[config.mk]
export PLATFORM = sky130hd
export DESIGN_NAME = instr_assembler
export DESIGN_NICKNAME = d
export VERILOG_FILES = /design/src/rtl/crypto_isa_pkg.sv /design/src/rtl/instr_pack.sv /design/src/rtl/instr_assembler.sv
export SDC_FILE = /design/constraint.sdc
export NUM_CORES = 1
export LEC_CHECK = 0
export CORE_ASPECT_RATIO = 1.1
export CORE_MARGIN = 4
export CORE_UTILIZATION = 48
export CTS_BUF_LIST = sky130_fd_sc_hd__clkbuf_8
export CTS_CLUSTER_DIAMETER = 80
export DETAILED_ROUTE_END_ITERATION = 7
export PLACE_DENSITY = 0.92
export REMOVE_ABC_BUFFERS = 1
export SLEW_MARGIN = 20
export SYNTH_ARGS = -nofsm -noshare
export SYNTH_HDL_FRONTEND = slang
export SYNTH_SLANG_ARGS = --single-unit
[constraint.sdc]
create_clock -name clk -period 2.15 [get_ports clk]
set_input_delay 0.5375 -clock clk [delete_from_list [all_inputs] [get_ports clk]]
set_output_delay 0.5375 -clock clk [all_outputs]
set_load 0.02 [all_outputs]
[src/rtl/crypto_isa_pkg.sv]
// rtl/crypto_isa_pkg.sv - shared ISA field layout, opcodes and assembler states
package crypto_isa_pkg;

    localparam int OPC_HI = 15;
    localparam int R1_HI  = 11;
    localparam int R2_HI  = 7;
    localparam int IMM_HI = 3;

    localparam logic [3:0] OP_ADD       = 4'd1;
    localparam logic [3:0] OP_XORENC    = 4'd6;
    localparam logic [3:0] OP_JMP       = 4'd7;
    localparam logic [3:0] OP_MAX_LEGAL = 4'd7;

    typedef enum logic [1:0] {
        ST_IDLE = 2'd0,
        ST_LOAD = 2'd1,
        ST_DONE = 2'd2
    } asm_state_t;

endpackage

[src/rtl/instr_pack.sv]
// rtl/instr_pack.sv - canonicalise instruction fields and pack them into a 16-bit word
module instr_pack
    import crypto_isa_pkg::*;
(
    input  logic [3:0]  opcode,
    input  logic [3:0]  reg1,
    input  logic [3:0]  reg2,
    input  logic [3:0]  imm,
    output logic [15:0] word,
    output logic        illegal
);

    logic [3:0] r1_c;
    logic [3:0] r2_c;
    logic [3:0] imm_c;

    // Fields an opcode ignores are zeroed so equal programs assemble to equal images.
    always_comb begin
        r1_c  = reg1;
        r2_c  = reg2;
        imm_c = imm;
        case (opcode)
            OP_ADD:    imm_c = 4'd0;
            OP_XORENC: r2_c  = 4'd0;
            OP_JMP: begin
                r1_c = 4'd0;
                r2_c = 4'd0;
            end
            default: ;
        endcase
    end

    always_comb begin
        word                  = 16'd0;
        word[OPC_HI -: 4]     = opcode;
        word[R1_HI  -: 4]     = r1_c;
        word[R2_HI  -: 4]     = r2_c;
        word[IMM_HI -: 4]     = imm_c;
    end

    assign illegal = (opcode > OP_MAX_LEGAL);

endmodule

[src/rtl/instr_assembler.sv]
// rtl/instr_assembler.sv - streams instruction fields into consecutive instruction memory words
module instr_assembler
    import crypto_isa_pkg::*;
#(
    parameter int ADDR_W = 8
) (
    input  logic              clk,
    input  logic              rst,
    input  logic              start,
    input  logic [ADDR_W-1:0] base_addr,
    input  logic              fld_valid,
    output logic              fld_ready,
    input  logic [3:0]        opcode,
    input  logic [3:0]        reg1,
    input  logic [3:0]        reg2,
    input  logic [3:0]        imm,
    input  logic              fld_last,
    output logic              mem_we,
    output logic [ADDR_W-1:0] mem_addr,
    output logic [15:0]       mem_wdata,
    output logic              busy,
    output logic              done,
    output logic [ADDR_W:0]   count,
    output logic              err_illegal,
    output logic              err_overflow
);

    localparam logic [ADDR_W:0] ONE = {{ADDR_W{1'b0}}, 1'b1};

    asm_state_t      state;
    logic [ADDR_W:0] addr_q;
    logic [15:0]     word;
    logic            illegal;
    logic            accept;

    instr_pack u_pack (
        .opcode  (opcode),
        .reg1    (reg1),
        .reg2    (reg2),
        .imm     (imm),
        .word    (word),
        .illegal (illegal)
    );

    assign accept = fld_valid && fld_ready;

    always_ff @(posedge clk) begin
        if (rst) begin
            state        <= ST_IDLE;
            addr_q       <= '0;
            fld_ready    <= 1'b0;
            busy         <= 1'b0;
            done         <= 1'b0;
            mem_we       <= 1'b0;
            mem_addr     <= '0;
            mem_wdata    <= '0;
            count        <= '0;
            err_illegal  <= 1'b0;
            err_overflow <= 1'b0;
        end else begin
            mem_we <= 1'b0;
            done   <= 1'b0;
            // count trails the visible write strobe by one cycle
            if (mem_we)
                count <= count + ONE;
            case (state)
                ST_IDLE: begin
                    if (start) begin
                        state        <= ST_LOAD;
                        addr_q       <= {1'b0, base_addr};
                        count        <= '0;
                        err_illegal  <= 1'b0;
                        err_overflow <= 1'b0;
                        fld_ready    <= 1'b1;
                        busy         <= 1'b1;
                    end
                end
                ST_LOAD: begin
                    if (accept) begin
                        if (illegal || addr_q[ADDR_W] || fld_last) begin
                            state     <= ST_DONE;
                            done      <= 1'b1;
                            fld_ready <= 1'b0;
                        end
                        // address bit ADDR_W set means the memory is already full
                        if (illegal) begin
                            err_illegal <= 1'b1;
                        end else if (addr_q[ADDR_W]) begin
                            err_overflow <= 1'b1;
                        end else begin
                            mem_we    <= 1'b1;
                            mem_addr  <= addr_q[ADDR_W-1:0];
                            mem_wdata <= word;
                            addr_q    <= addr_q + ONE;
                        end
                    end
                end
                ST_DONE: begin
                    state <= ST_IDLE;
                    busy  <= 1'b0;
                end
                default: begin
                    state     <= ST_IDLE;
                    busy      <= 1'b0;
                    fld_ready <= 1'b0;
                end
            endcase
        end
    end

endmodule
# Word-level counts from Yosys, hierarchy flattened
# Index checks and enable logic that the tools add are counted.
# Widths: inputs -> output; s select.
classes:
  addsub: 2
  n_lt_le_gt_ge: 1
  n_eq_ne: 12
  mux: 30
  n_bitwise: 5
  n_reduce_logical: 16
op_table:
  columns: ["cell", "count"]
  rows:
  - ["$mux 9", 7]
  - ["$add 9x1->9 const B", 2]
  - ["$pmux 9 s2", 1]
  - ["$reduce_and 4->1", 4]
  - ["$ne 2x2->1 const B", 7]
  - ["$mux 4", 3]
  - ["$mux 1", 11]
  - ["$reduce_and 5->1", 2]
  - ["$eq 4x3->1 const B", 2]
  - ["$mux 2", 3]
  - ["$pmux 1 s2", 3]
  - ["$not 1->1", 5]
  - ["$eq 4x1->1 const B", 1]
  - ["$gt 4x3->1 const B", 1]
  - ["$pmux 2 s2", 1]
  - ["$reduce_or 4->1", 1]
  - ["$pmux 1 s3", 1]
  - ["$reduce_and 3->1", 1]
  - ["$reduce_or 3->1", 1]
  - ["$eq 2x1->1 const B", 1]
  - ["$eq 2x2->1 const B", 1]
  - ["$logic_not 2->1", 1]
  - ["$logic_or 1x1->1", 2]
  - ["$reduce_and 2->1", 1]
  - ["other kinds (3)", 3]
word_totals:
  ff_bits: 50
  inputBits: 29
  out_inout_bits: 39
  word_cells: 78

# Longest topological paths before layout
# Gate-level depths: netlist of run 1.
depth:
  word_depth: 6
  depth_mapped: 6
  depth_no_buf: 5

# By module
# From an unflattened synthesis of run 1, not the netlist that was laid out.
hier_totals:
  hier_cells: 267
  hier_area_um2: 2194.6
modules_own_cells:
  columns: ["mod", "n_inst", "cells_per_inst", "area_per_inst_um2", "seq_area_each_um2"]
  rows:
  - ["instr_assembler", 1, 247, 2045.7, 1001.0]
  - ["instr_pack", 1, 20, 148.9, 0.0]

# Worst setup path before layout of run 1
# Ideal clock, no wire load.
synth_path:
  path_type: "input to register"
  startpoint: "in start"
  endpoint: "reg addr_q[1]"
  setup_time_ns: 0.132
  t_arrival_ns: 1.465
  required_ns: 2.018
  path_slack_ns: 0.553
  stages: 4
  path_buffers: 0
  cell_sequence: "or3b_2 -> a21boi_4 -> a221oi_1 -> nor3_1"
synth_between:
  elab_chain_cells: 2
synth_lines:
  columns: ["element", "line_no", "source"]
  rows:
  - ["from (decl)", "instr_assembler.sv:9", "input logic start,"]
  - ["$ne 2x2->1 (no line)", null, null]
  - ["$reduce_and 5->1 (no line)", null, null]
  - ["to (signal assigned)", "instr_assembler.sv:70", "addr_q <= {1'b0, base_addr};"]
  - ["to (signal assigned)", "instr_assembler.sv:94", "addr_q <= addr_q + ONE;"]
  - ["to (decl)", "instr_assembler.sv:31", "logic [ADDR_W:0] addr_q;"]
# No other way between the ends.
# A chain may end at the register's enable or synchronous reset.

# Final worst setup path of run 1
layout_path:
  startpoint: "reg mem_we"
  endpoint: "out mem_we"
layout_lines:
  columns: ["element", "line_no", "source"]
  rows:
  - ["from (decl)", "instr_assembler.sv:18", "output logic mem_we,"]
  - ["from (signal assigned)", "instr_assembler.sv:54", "mem_we <= 1'b0;"]
  - ["from (signal assigned)", "instr_assembler.sv:61", "mem_we <= 1'b0;"]
  - ["from (signal assigned)", "instr_assembler.sv:91", "mem_we <= 1'b1;"]
# No word-level cell between the ends.

==> results of run 1 <==
cell usage after synthesis, drive strengths merged, types with 2 or more instances:
master and n:
nor4 2, nor2 33, or2b 2, nand4b 2
nand2b 2, or3b 2, nand4 3, dfxtp 50
and2 2, clkbuf 5, o21ai 8, inv 4
o211a 2, a211oi 3, a32o 2, and3 4
a22oi 6, a21oi 28, nand2 32, ha 2
nor3b 2, nor3 7, nand3 8, nor4b 5
xor2 6, buf 8
state kept, by name, summed over array words and instances (netlist names), 2 cells and up:
| name | count |
|---|---|
| mem_addr | 8 |
| mem_wdata | 16 |
| count | 9 |
| state | 2 |
| addr_q | 9 |
worst min path at each step:
stage / start / to / slack [ns]
5_1_grt: mem_addr[7]$_SDFFE_PP0P_ / mem_addr[7]$_SDFFE_PP0P_ / 0.48
2_1_floorplan: addr_q[1]$_SDFFE_PP0P_ / mem_addr[1]$_SDFFE_PP0P_ / 0.46
3_5_place_dp: mem_addr[6]$_SDFFE_PP0P_ / mem_addr[6]$_SDFFE_PP0P_ / 0.45
4_1_cts: mem_addr[6]$_SDFFE_PP0P_ / mem_addr[6]$_SDFFE_PP0P_ / 0.46
6_report: mem_addr[1]$_SDFFE_PP0P_ / mem_addr[1]$_SDFFE_PP0P_ / 0.46
3_3_place_gp: mem_addr[1]$_SDFFE_PP0P_ / mem_addr[1]$_SDFFE_PP0P_ / 0.44
layout make-up:
type	instances	area (µm²)
Fill cell	355	1271
Multi-Input combinational cell	179	1046
Sequential cell	50	1001
Timing Repair Buffer	81	800.8
Clock buffer	5	68.82
Tap cell	54	67.56
Clock inverter	2	15.01
Inverter	4	15.01
kinds of logic after synthesis:
family | share of synthesized area
XOR/XNOR | 0.02876
adder cells (fa/ha/maj) | 0.01174
flip-flops | 0.4695
buffers and inverters | 0.03990
AO/OA/AOI/OAI | 0.1761
AND/OR/NAND/NOR | 0.2694
multiplexers | 0.004695
metrics by stage:
stage,utilization,hold slack [ns],instance area (µm²),setup slack [ns]
after CTS,0.7034,0.4596,3014,0.1669
final,0.7034,0.4588,3014,0.1747
after detailed placement,0.6838,0.4461,2930,0.01191
after floorplan,-,0.4642,2062,0.5143
after global placement,0.6838,0.4404,2930,0.02252
after global routing,0.7034,0.4816,3014,0.1209
routing by layer:
layer	up-vias	GRT usage
met5	-	0
met1	979	0.2335
met2	77	0.3502
met3	12	0.05959
li1	1015	-
met4	0	0.08083
power by group:
group          internal, W  switching [W]
clock network     0.000223       0.000314
logic             0.000130       0.000116
registers         0.000951      0.0000327
layout by cell type (no fill, tap or decap), types with 2 or more instances in the layout:
cell              n
a22oi_1           6
nand3_1           8
nand4_1           3
clkinvlp_4        2
ha_1              2
nand2_1          32
clkbuf_8          5
a32o_1            2
inv_1             4
nor2_1           32
nor4b_1           5
nor3b_1           2
clkdlybuf4s50_1  67
and3_1            4
a211oi_1          3
a21oi_1          28
or2b_1            2
xor2_1            6
dfxtp_1          50
buf_4            12
nor3_1            7
o211a_1           2
buf_12            2
and2_1            2
o21ai_0           6
nand2b_1          2
==> summary.txt, run 1 <==
Outcome
  • Outcome: completed

Routing
  • Detailed-routed wire length on met2: approximately 2700 µm
  • Total length of routed met3 wires: a little over 400 µm
  • Via count: 2083
  • TritonRoute pass-1 iters: 4
  • Antenna Nets Post-Route: 0
  • Wire length after detailed routing: around 5500 µm
  • Average vias per placed instance: 5.555
  • Wire per inst: 14.74 µm
  • DRC viols: 0
  • Met1 Routed Length: ~2300 µm
  • Starting DRT DRC Count: approximately 170
  • Top layer in use: met4

GRT
  • Aggregate global-route resource usage: 0.2036
  • Sum of overflow across all layers after global routing: 0
  • Number of global-route vias before repair: 2041
  • First-pass GRT wire length: approximately 9200 µm
  • Maximum number of pins on one net before global-route repair: 23
  • Antenna violations before repair: 0

Clocking
  • Clock net sink count: 50
  • Number of hold buffers added after cts: 0
  • H-tree depth: 2
  • Largest buffer count on any clock path: 2
  • TritonCTS clock tree: built
  • Clock slew at reported path FFs: around 0.090 ns
  • # resized after CTS: 0
  • Later-pin clock latency in the skew report: 0.31 ns
  • Clock root buffer: clkbuf_8
  • TritonCTS buffer count: 5
  • Post-CTS setup repair buffer count: 0

Setup path
  • Endpoint of the most critical setup path: mem_we
  • Setup slack, reg-to-reg: just under 0.5 ns
  • Largest stage delay, worst path: roughly 0.66 ns
  • Crit path max-delay cell type: clkdlybuf4s50_1
  • Family of cells with the greatest summed delay on the critical path: buffers and inverters
  • Critical path launch point type: register
  • Setup crit end kind: primary output
  • Maximum net fanout on the critical path: 7
  • Depth of the worst register-to-register path: 5
  • Origin of the critical flop-to-flop path: state[0]$_SDFFE_PP0P_
  • Required time at the endpoint of the critical path: 1.61 ns
  • Type of the setup path with the least slack: register to primary output
  • Bufs and invs on worst path: 1
  • Crit Reg-Reg Endpoint: addr_q[6]$_SDFFE_PP0P_
  • Path length in cells of the critical path: 1
  • Crit path arrival time: around 1.4 ns
  • Crit path from: mem_we$_SDFF_PP0_
  • Cell-by-cell listing of the critical path: clkdlybuf4s50_1

STA
  • Unrepaired setup endpoints after global routing: no
  • TNS Setup: 0 ns
  • Worst Tran Pin Value: 0.5267 ns
  • Setup violation total in the final timing report: 0
  • Top achievable clock speed: around 510 MHz
  • Worst max-slew margin expressed relative to the limit: 0.6481
  • Worst Clk Skew: 0.007716 ns
  • Min Tclk post-route: ~2 ns
  • Final Max Slew Viols: 0
  • Final period utilization: 0.9187
  • Hold violation total from the final report: 0

Pwr
  • Static Leak: ~1.1 nW
  • Overall power consumption: 0.001766 W
  • Worst voltage drop across the vdd grid: roughly 0.3 mV
  • Pwr dens: ~600 nW/µm²

Synthesis
  • Synth area leaders: dfxtp_1 (47%), a21oi_1 (6.6%), nand2_1 (5.6%)
  • Average size of a mapped cell: ~8.7 µm²
  • Proportion of register bits with asynchronous set or reset after synthesis: 0
  • Share of Yosys cell area claimed by the top area cell type: 0.4695
  • Prevailing post-synth register cell: dfxtp_1
  • Post-Syn Instances: about 250
  • Count of different cell masters after synthesis: 50
  • Sequential area share after synthesis: 0.4695
  • Syn Std Cell Area: around 2100 µm²
  • Count of yosys warnings during synthesis: 0
  • Cell type with the highest aggregate area in the netlist: dfxtp_1
  • Register bit count reported by yosys: 50
  • Number of flops mapped to enable cells by yosys: 0

Final layout
  • Share of post-route cells with drive strength above 1: 0.08411
  • Number of non-filler instances in the completed layout: around 380
  • Synthesis-to-layout area growth: 41.37%
  • N_diodes: 0
  • Number of nets in the layout: around 350

Placed design
  • Weighted congestion reported at the end of routability-driven placement: 0.8961
  • HPWL after detailed placement: between 4000 and 5000 µm
  • Cell total after placement: approximately 370
  • Count of buffers from port buffering: 67

Die
  • Number of top-level pins: a little under 70
  • Floorplan die area: roughly 5600 µm²
  • Core area: 4285 µm²
  • Number of rows in the core area: 25
  • Horiz. Die Dim: between 70 and 80 µm
  • Effective utilization at floorplan: 0.4975
  • Die Height: 77.90 µm

Flow run
  • Number of violations of the max-capacitance limit: 0

Min path
  • Hold Path Depth: 2
  • Type of the worst min-delay path: register to register
Power figures use the tool's default switching activity.
==> inputs of run 2 (changes only) <==
--- a/config.mk
+++ b/config.mk
@@ -5,6 +5,7 @@
 export SDC_FILE = /design/constraint.sdc
 export NUM_CORES = 1
 export LEC_CHECK = 0
+export CAP_MARGIN = 20
 export CORE_ASPECT_RATIO = 1.1
 export CORE_MARGIN = 4
 export CORE_UTILIZATION = 48
==> results of run 2 <==
The final DEF is identical to that of run 1; final timing and power are the same.
==> inputs of run 3 (changes only) <==
--- a/config.mk
+++ b/config.mk
@@ -5,6 +5,7 @@
 export SDC_FILE = /design/constraint.sdc
 export NUM_CORES = 1
 export LEC_CHECK = 0
+export ABC_AREA = 1
 export CAP_MARGIN = 20
 export CORE_ASPECT_RATIO = 1.1
 export CORE_MARGIN = 4
@@ -12,9 +13,10 @@
 export CTS_BUF_LIST = sky130_fd_sc_hd__clkbuf_8
 export CTS_CLUSTER_DIAMETER = 80
 export DETAILED_ROUTE_END_ITERATION = 7
-export PLACE_DENSITY = 0.92
+export PLACE_DENSITY = 0.91
 export REMOVE_ABC_BUFFERS = 1
 export SLEW_MARGIN = 20
 export SYNTH_ARGS = -nofsm -noshare
 export SYNTH_HDL_FRONTEND = slang
 export SYNTH_SLANG_ARGS = --single-unit
+export TNS_END_PERCENT = 5
==> summary.txt, run 3 <==
Outcome
  • Outcome: completed

STA
  • Min Tclk post-route: 1.953 ns
  • Worst Tran Pin Value: ~0.38 ns
  • Worst Clk Skew: about 0.0056 ns
  • Final Max Slew Viols: 0
  • Unrepaired setup endpoints after global routing: no
  • Top achievable clock speed: just over 500 MHz
  • Final period utilization: 0.9081
  • Hold violation total from the final report: 0
  • TNS Setup: 0 ns
  • Setup violation total in the final timing report: 0
  • Worst max-slew margin expressed relative to the limit: 0.7440

Setup path
  • Type of the setup path with the least slack: register to primary output
  • Required time at the endpoint of the critical path: between 1.5 and 2 ns
  • Largest stage delay, worst path: ~0.65 ns
  • Crit path max-delay cell type: clkdlybuf4s50_1
  • Critical path launch point type: register
  • Setup crit end kind: primary output
  • Bufs and invs on worst path: 1
  • Crit path arrival time: between 1 and 1.5 ns
  • Cell-by-cell listing of the critical path: clkdlybuf4s50_1
  • Maximum net fanout on the critical path: 8
  • Family of cells with the greatest summed delay on the critical path: buffers and inverters

Min path
  • Type of the worst min-delay path: register to register

Synthesis
  • Count of yosys warnings during synthesis: 0
  • Cell type with the highest aggregate area in the netlist: dfxtp_1
  • Top cell types by occurrence after synthesis: nand2_1 (84), dfxtp_1 (50), a21oi_1 (35), nor2_1 (35), inv_1 (32)
  • Proportion of register bits with asynchronous set or reset after synthesis: 0
  • Synth area leaders: dfxtp_1 (45%), nand2_1 (14%), a21oi_1 (7.9%)
  • Share of Yosys cell area claimed by the top area cell type: 0.4505
  • Syn Std Cell Area: 2222 µm²
  • Sequential area share after synthesis: 0.4505
  • Count of different cell masters after synthesis: 28
  • Dominant cell by count in the synthesized netlist: nand2_1
  • Post-Syn Instances: 315
  • Register bit count reported by yosys: 50
  • Average size of a mapped cell: just over 7 µm²
  • Number of flops mapped to enable cells by yosys: 0
  • Prevailing post-synth register cell: dfxtp_1

Pwr
  • Pwr dens: slightly above 600 nW/µm²
  • Static Leak: 1.231 nW
  • Worst voltage drop across the vdd grid: roughly 0.43 mV

Routing
  • DRC viols: 0
  • TritonRoute pass-1 iters: 5
  • Average vias per placed instance: just over 5
  • Antenna Nets Post-Route: 0
  • Starting DRT DRC Count: approximately 120
  • Wire per inst: ~13 µm
  • Wire length after detailed routing: ~5700 µm
  • Via count: 2245

Final layout
  • Top register by number of flip-flops: mem_wdata
  • Commonest cells after routing, fill and taps aside: nand2_1 (84), clkdlybuf4s50_1 (67), dfxtp_1 (50)
  • Number of nets in the layout: just over 400
  • Flip-flop count of the largest register, all copies and words added: 16
  • Share of post-route cells with drive strength above 1: 0.06234
  • Commonest non-fill, non-tap cell in the layout: nand2_1
  • Post-route design area: between 3000 and 4000 µm²
  • Synthesis-to-layout area growth: 37.67%
  • Final core utilization: 0.6986
  • N_diodes: 0
  • Biggest regs: mem_wdata x16, addr_q x9, count x9

Clocking
  • Clock root buffer: clkbuf_8
  • Clock slew at reported path FFs: around 0.080 ns
  • TritonCTS buffer count: 5
  • # resized after CTS: 0
  • H-tree depth: 2
  • TritonCTS clock tree: built
  • Largest buffer count on any clock path: 2
  • Clock net sink count: 50
  • Post-CTS setup repair buffer count: 0
  • Later-pin clock latency in the skew report: approximately 0.30 ns
  • Number of hold buffers added after cts: 0

Placed design
  • HPWL after detailed placement: 4291 µm
  • Count of buffers from port buffering: 67
  • Standard cell area after detailed placement: about 2900 µm²
  • Weighted congestion reported at the end of routability-driven placement: slightly below 0.9

Die
  • Number of top-level pins: 68
  • Core area: around 4400 µm²
  • Number of rows in the core area: 25
  • Die Height: just under 80 µm
  • Effective utilization at floorplan: 0.5074
  • Floorplan die area: 5783 µm²
  • Horiz. Die Dim: 72.88 µm

GRT
  • Aggregate global-route resource usage: 0.2038
  • Sum of overflow across all layers after global routing: 0
  • Antenna violations before repair: 0
  • Maximum number of pins on one net before global-route repair: 25
  • First-pass GRT wire length: 9335 µm
  • Number of global-route vias before repair: between 2k and 2.5k

Flow run
  • Number of violations of the max-capacitance limit: 0
==> run 3: changes by cell type after synthesis, moves of 6 or more <==
| cell | delta |
|---|---|
| nor3_1 | -6 |
| nand2_1 | +52 |
| nand3_1 | +21 |
| a21oi_1 | +7 |
| inv_1 | +28 |
==> run 3: area by class of cell <==
type                    instances  area, µm²
fillers                       359       1320
repair buffers                 71      713.2
inverters                      36      136.4
flip-flops and latches         50       1001
well taps                      54      67.56
clock buffers                   8      110.1
multi-input cells             220       1031
==> run 3: worst reg2reg max path, cell delays in order, from the launching register on <==
cell,delay (ns)
dfxtp_1,0.49
nand2_2,0.21
nor2_4,0.16
nand2_4,0.06
clkinv_2,0.23
nand2_1,0.18
o21ai_0,0.20
==> run 3: final timing paths <==
kind	to	from	slack, ns	cells after the start
setup / recovery	mem_we	mem_we$_SDFF_PP0_	0.20	1
hold / removal	err_overflow$_SDFFE_PP0P_	err_overflow$_SDFFE_PP0P_	0.47	2
setup reg to reg	mem_wdata[4]$_SDFFE_PP0P_	state[0]$_SDFFE_PP0P_	0.56	6
hold reg to reg	err_overflow$_SDFFE_PP0P_	err_overflow$_SDFFE_PP0P_	0.47	2
==> run 3: where the power goes <==
group | switching (W) | internal (W)
logic | 0.000157 | 0.000124
clock network | 0.000291 | 0.000325
registers | 0.0000284 | 0.000956
==> run 3: metal layers <==
metal	GRT usage	vias up	share of wire	routed length (µm)
met3	0.04304	10	0.068	390
met4	0.07380	0	0.016	92
li1	-	1137	-	-
met5	0	-	0	0
met2	0.3493	81	0.52	2943
met1	0.2484	1017	0.40	2281
==> run 3: cells by family after synthesis <==
group | synth area share
buf+inv | 0.08558
compound gates | 0.1261
simple gates | 0.3147
xor+xnor | 0.01183
fa+ha+maj | 0.01126
flops | 0.4505
==> run 3: per-stage QoR <==
stage	total power [W]	setup WS, ns	std cells	hold slack [ns]
2_1_floorplan	0.001151	0.7088	306	0.4589
3_5_place_dp	0.001282	0.08743	431	0.4498
5_1_grt	0.001962	0.1327	439	0.4923
3_3_place_gp	0.001272	0.2176	431	0.4453
6_report	0.001882	0.1975	439	0.4652
4_1_cts	0.001890	0.1851	439	0.4627
